<file path="config.mk">
export PLATFORM = sky130hd
export DESIGN_NAME = pipe_stage
export DESIGN_NICKNAME = d
export VERILOG_FILES = /design/src/rtl/pipe_stage.sv
export SDC_FILE = /design/constraint.sdc
export NUM_CORES = 1
export LEC_CHECK = 0
export ABC_AREA = 1
export CORE_MARGIN = 4
export CORE_UTILIZATION = 45
export DETAILED_ROUTE_END_ITERATION = 12
export PLACE_DENSITY = 0.79
export SLEW_MARGIN = 20
export SYNTH_ARGS = -nofsm -noshare
export SYNTH_HDL_FRONTEND = slang
export SYNTH_SLANG_ARGS = --single-unit
</file>
<file path="constraint.sdc">
create_clock -name clk -period 3.3 [get_ports clk]
set_input_delay 0.99 -clock clk [delete_from_list [all_inputs] [get_ports clk]]
set_output_delay 0.99 -clock clk [all_outputs]
set_load 0.01 [all_outputs]
</file>
<file path="src/rtl/pipe_stage.sv">
// pipe_stage: single valid/ready pipeline stage with stall, flush and a saturating drop counter.
// Define PIPE_STAGE_SKID_EN for the two-entry skid buffer; by default only a head register exists.
module pipe_stage #(
   parameter int unsigned       DATA_W     = 8,
   parameter logic [DATA_W-1:0] RESET_DATA = '0
) (
   input  logic              clk,
   input  logic              reset_n,
   input  logic              in_valid,
   output logic              in_ready,
   input  logic [DATA_W-1:0] in_data,
   output logic              out_valid,
   input  logic              out_ready,
   output logic [DATA_W-1:0] out_data,
   input  logic              stall,
   input  logic              flush,
   output logic [1:0]        occupancy,
   output logic [7:0]        drop_cnt,
   output logic [1:0]        state_dbg
);

   // Handshake: a beat moves on a rising edge where valid and ready are both high;
   // valid never waits for ready, and a flush in the same cycle discards it instead.

   // Encoding equals the number of held beats, so occupancy is the state itself.
   localparam logic [1:0] ST_EMPTY = 2'd0;
   localparam logic [1:0] ST_BUSY  = 2'd1;
`ifdef PIPE_STAGE_SKID_EN
   localparam logic [1:0] ST_FULL  = 2'd2;
`endif

   logic [1:0]        state_q, state_d;
   logic [DATA_W-1:0] head_q, head_d;
   logic [7:0]        drop_q, drop_d;
   logic              live_q;
   logic              accept, pop;
`ifdef PIPE_STAGE_SKID_EN
   logic [DATA_W-1:0] skid_q, skid_d;
`endif

   assign out_valid = (state_q != ST_EMPTY) & ~stall;
`ifdef PIPE_STAGE_SKID_EN
   assign in_ready  = live_q & ~stall & (state_q != ST_FULL);
`else
   // Without a skid slot, a busy head can only take a new beat while it is leaving.
   assign in_ready  = live_q & ~stall & ((state_q == ST_EMPTY) | out_ready);
`endif

   assign accept    = in_valid & in_ready;
   assign pop       = out_valid & out_ready;
   assign out_data  = head_q;
   assign occupancy = state_q;
   assign drop_cnt  = drop_q;
   assign state_dbg = state_q;

   always_comb begin
      state_d = state_q;
      head_d  = head_q;
      drop_d  = drop_q;
`ifdef PIPE_STAGE_SKID_EN
      skid_d  = skid_q;
`endif
      if (flush) begin
         state_d = ST_EMPTY;
         head_d  = RESET_DATA;
`ifdef PIPE_STAGE_SKID_EN
         skid_d  = RESET_DATA;
`endif
         if ((state_q != ST_EMPTY) && (drop_q != 8'hFF)) begin
            drop_d = drop_q + 8'd1;
         end
      end else if (!stall) begin
         case (state_q)
            ST_EMPTY: begin
               if (accept) begin
                  state_d = ST_BUSY;
                  head_d  = in_data;
               end
            end
            ST_BUSY: begin
`ifdef PIPE_STAGE_SKID_EN
               if (accept && !pop) begin
                  state_d = ST_FULL;
                  skid_d  = in_data;
               end else if (accept && pop) begin
                  head_d  = in_data;
               end else if (pop) begin
                  state_d = ST_EMPTY;
               end
`else
               if (accept) begin
                  head_d  = in_data;
               end else if (pop) begin
                  state_d = ST_EMPTY;
               end
`endif
            end
`ifdef PIPE_STAGE_SKID_EN
            ST_FULL: begin
               if (pop) begin
                  state_d = ST_BUSY;
                  head_d  = skid_q;
               end
            end
`endif
            default: begin
               state_d = ST_EMPTY;
            end
         endcase
      end
   end

   always_ff @(posedge clk or negedge reset_n) begin
      if (!reset_n) begin
         state_q <= ST_EMPTY;
         head_q  <= RESET_DATA;
         drop_q  <= 8'd0;
         live_q  <= 1'b0;
`ifdef PIPE_STAGE_SKID_EN
         skid_q  <= RESET_DATA;
`endif
      end else begin
         state_q <= state_d;
         head_q  <= head_d;
         drop_q  <= drop_d;
         live_q  <= 1'b1;
`ifdef PIPE_STAGE_SKID_EN
         skid_q  <= skid_d;
`endif
      end
   end

endmodule

</file>
==> run_results.csv <==
group,metric,value,unit
run_status,outcome,"completed",
cells_and_area,antenna_cells,0,
logic_synthesis,synth_area_per_cell,8.09,um2
sta,hold_viol,0,
cells_and_area,fillCellCount,166,
logic_synthesis,synth_top_area_share,47.2,%
setup_path,reg2reg_slack,1980,ps
cells_and_area,multiInputGateArea,404,um2
setup_path,worstPathRequired,2310,ps
sta,fin_crit,3100,ps
setup_path,crit_arrival,2110,ps
route,dr.pass1.iters,4,
cells_and_area,nNetsFinal,170,
placement,finalWeightedCongestion,0.725,
sta,clock_skew,2.99,ps
sta,slew_headroom,45.8,%
logic_synthesis,synth-seq-area-share,47.2,%
logic_synthesis,ys_types,23,
logic_synthesis,synth_area_leaders,"dfrtp_1 (47%), nand2_1 (13%), inv_1 (7.1%), nand3_1 (5.8%), o21ai_1 (3.7%)",
clock_tree,clock-root-buffer,"clkbuf_4",
setup_path,worst_setup_path_end_kind,"primary output",
global_routing,grt_pass1_wl,3420,um
clock_tree,htree_levels,1,
cells_and_area,seq_area,450,um2
global_routing,grt_max_degree,19,
setup_path,worstPathMaxFanout,4,
floorplan,io_pins,36,
route,vias,854,
logic_synthesis,synth_largest_area_cell,"dfrtp_1",
global_routing,antenna_found_initial,0,
clock_tree,cts.path.max_buffers,2,
sta,rsz0062_at_grt,"false",
route,drt-total-wl,2000,um
floorplan,core,1980,um2
clock_tree,tritoncts,"built",
setup_path,r2r_cells,8,
setup_path,timing.rr.start,"drop_cnt[0]$_DFFE_PN0P_",
sta,fin_tns_setup,0,ps
setup_path,startpoint_type,"input pin",
clock_tree,cts.sinks,18,
clock_tree,hold_buffers,0,
route,ant_nets,0,
placement,portBuffers,33,
flow_run,cap_violations,0,
cells_and_area,layout_common_cells,"nand2_1 (32), clkdlybuf4s50_1 (32), inv_1 (18), dfrtp_1 (18), nand3_1 (11)",
route,post_drt_wl_per_cell,11.1,um
placement,post-dp-hpwl,1570,um
sta,fin_crit_sh,94.0,%
cells_and_area,syn2layout_area_growth,41.0,%
floorplan,rows,16,
clock_tree,cts_buffers,3,
setup_path,crit_start,"stall",
global_routing,track_usage,16.0,%
floorplan,initial_utilization,48.2,%
logic_synthesis,syn_area,955,um2
floorplan,die_h,54.1,um
pwr,power_leakage,0.667,nW
global_routing,grt_pass1_vias,832,
route,vias_per_cell,4.72,
worst_hold_path,hold_class,"flip-flop to flip-flop",
pwr,peakVddDrop,233,uV
logic_synthesis,syn_inst,118,
worst_hold_path,hold_start,"out_data[0]$_DFFE_PN0P_",
route,first_iter_violations,10,
setup_path,path_class,"input pin to primary output",
logic_synthesis,ys.warnings.count,0,
global_routing,grt_overflow,0,
route,drc,0,
setup_path,reg2reg_to,"drop_cnt[3]$_DFFE_PN0P_",
sta,setup_viol,0,
worst_hold_path,holdPathStages,2,
floorplan,die_x,54.1,um
logic_synthesis,yosys_register_bits,18,
worst_hold_path,min_to,"out_data[0]$_DFFE_PN0P_",
clock_tree,clk_pin_slew,100,ps
sta,tightest_slew,811,ps
clock_tree,clock_latency,280,ps
pwr,fin_total_pwr,0.539,mW
cells_and_area,drive_above_1_share,10.4,%
sta,max_clock_freq,323,MHz
pwr,power_density,400,nW/um2
sta,slew_viol_final,0,
floorplan,die_area,2920,um2
## routing by layer
metal  share of wire, %  track usage [%]  vias up
met1                 44             19.1      397
met5                  0                0        -
met3                6.8             3.32        0
li1                   -                -      432
met2                 49             28.6       25
met4                  0             4.98        0
## metrics by stage
stage                     worst slack (ps)  cells  utilization, %  hold slack (ps)  cell area [um2]
final                                  199    181            67.9              541             1350
after global routing                   130    181            67.9              580             1350
after CTS                             70.2    181            67.8              541             1340
after detailed placement              84.2    177            66.0              516             1310
after global placement                76.0    177            66.0              498             1310
after floorplan                        970    119               -              545              958
## worst max path at each step
stage	endpoint	slack [ps]
final	out_valid	200
after global routing	out_valid	130
after global placement	in_ready	80
after detailed placement	in_ready	80
after floorplan	in_ready	970
after CTS	in_ready	70
## critical path, cell delays in order
cell,delay (ps)
clkdlybuf4s50_1,460
nor2_1,120
clkdlybuf4s50_1,540
## synth_stat cells
master / instances
o21ai_1: 7
a21oi_1: 1
nand2_2: 1
nand3_2: 1
inv_2: 2
nand3_1: 11
nand2_4: 1
xor2_1: 2
nor2_2: 1
buf_4: 3
nand2_1: 32
o21ai_0: 3
conb_1: 2
nor2_4: 2
inv_4: 1
nand4_2: 1
dfrtp_1: 18
xnor2_1: 1
ha_1: 1
nor2_1: 6
nand4_1: 2
nand2_8: 1
inv_1: 18
## report_power, final
| part | switching [mW] | internal [mW] | total, mW | leakage [nW] |
|---|---|---|---|---|
| logic | 0.0609 | 0.0764 | 0.137 | 0.403 |
| registers | 0.0280 | 0.241 | 0.269 | 0.243 |
| clock network | 0.0654 | 0.0671 | 0.132 | 0.0210 |
## repair_timing
action,in CTS,in global routing
resized for setup,0,1
setup endpoints to repair,0,1
setup buffers,0,0
## cell families (layout without fill, tap and decap cells)
| group | count (synthesis) | count (layout) | synth area share [%] |
|---|---|---|---|
| AOI/OAI and AO/OA | 11 | 11 | 5.77 |
| buffers and inverters | 24 | 59 | 10.9 |
| other | 2 | 3 | 0.787 |
| DFF | 18 | 18 | 47.2 |
| adders and majority gates | 1 | 1 | 1.31 |
| xor gates and xnor gates | 3 | 3 | 2.75 |
| and+or+nand+nor | 59 | 59 | 31.3 |
## flip-flops by register name, indices dropped and copies added (netlist names)
register,count
live_q,1
occupancy,1
drop_cnt,8
out_data,8
## area by class of cell
class / instances / share of cell area, %
Clock buffer: 4 / 2.70
Inverter: 21 / 6.04
Multi-Input combinational cell: 77 / 30.0
Sequential cell: 18 / 33.5
Tap cell: 27 / 2.51
Timing Repair Buffer: 34 / 25.3
Note: power is estimated with default switching activity, not from simulation.
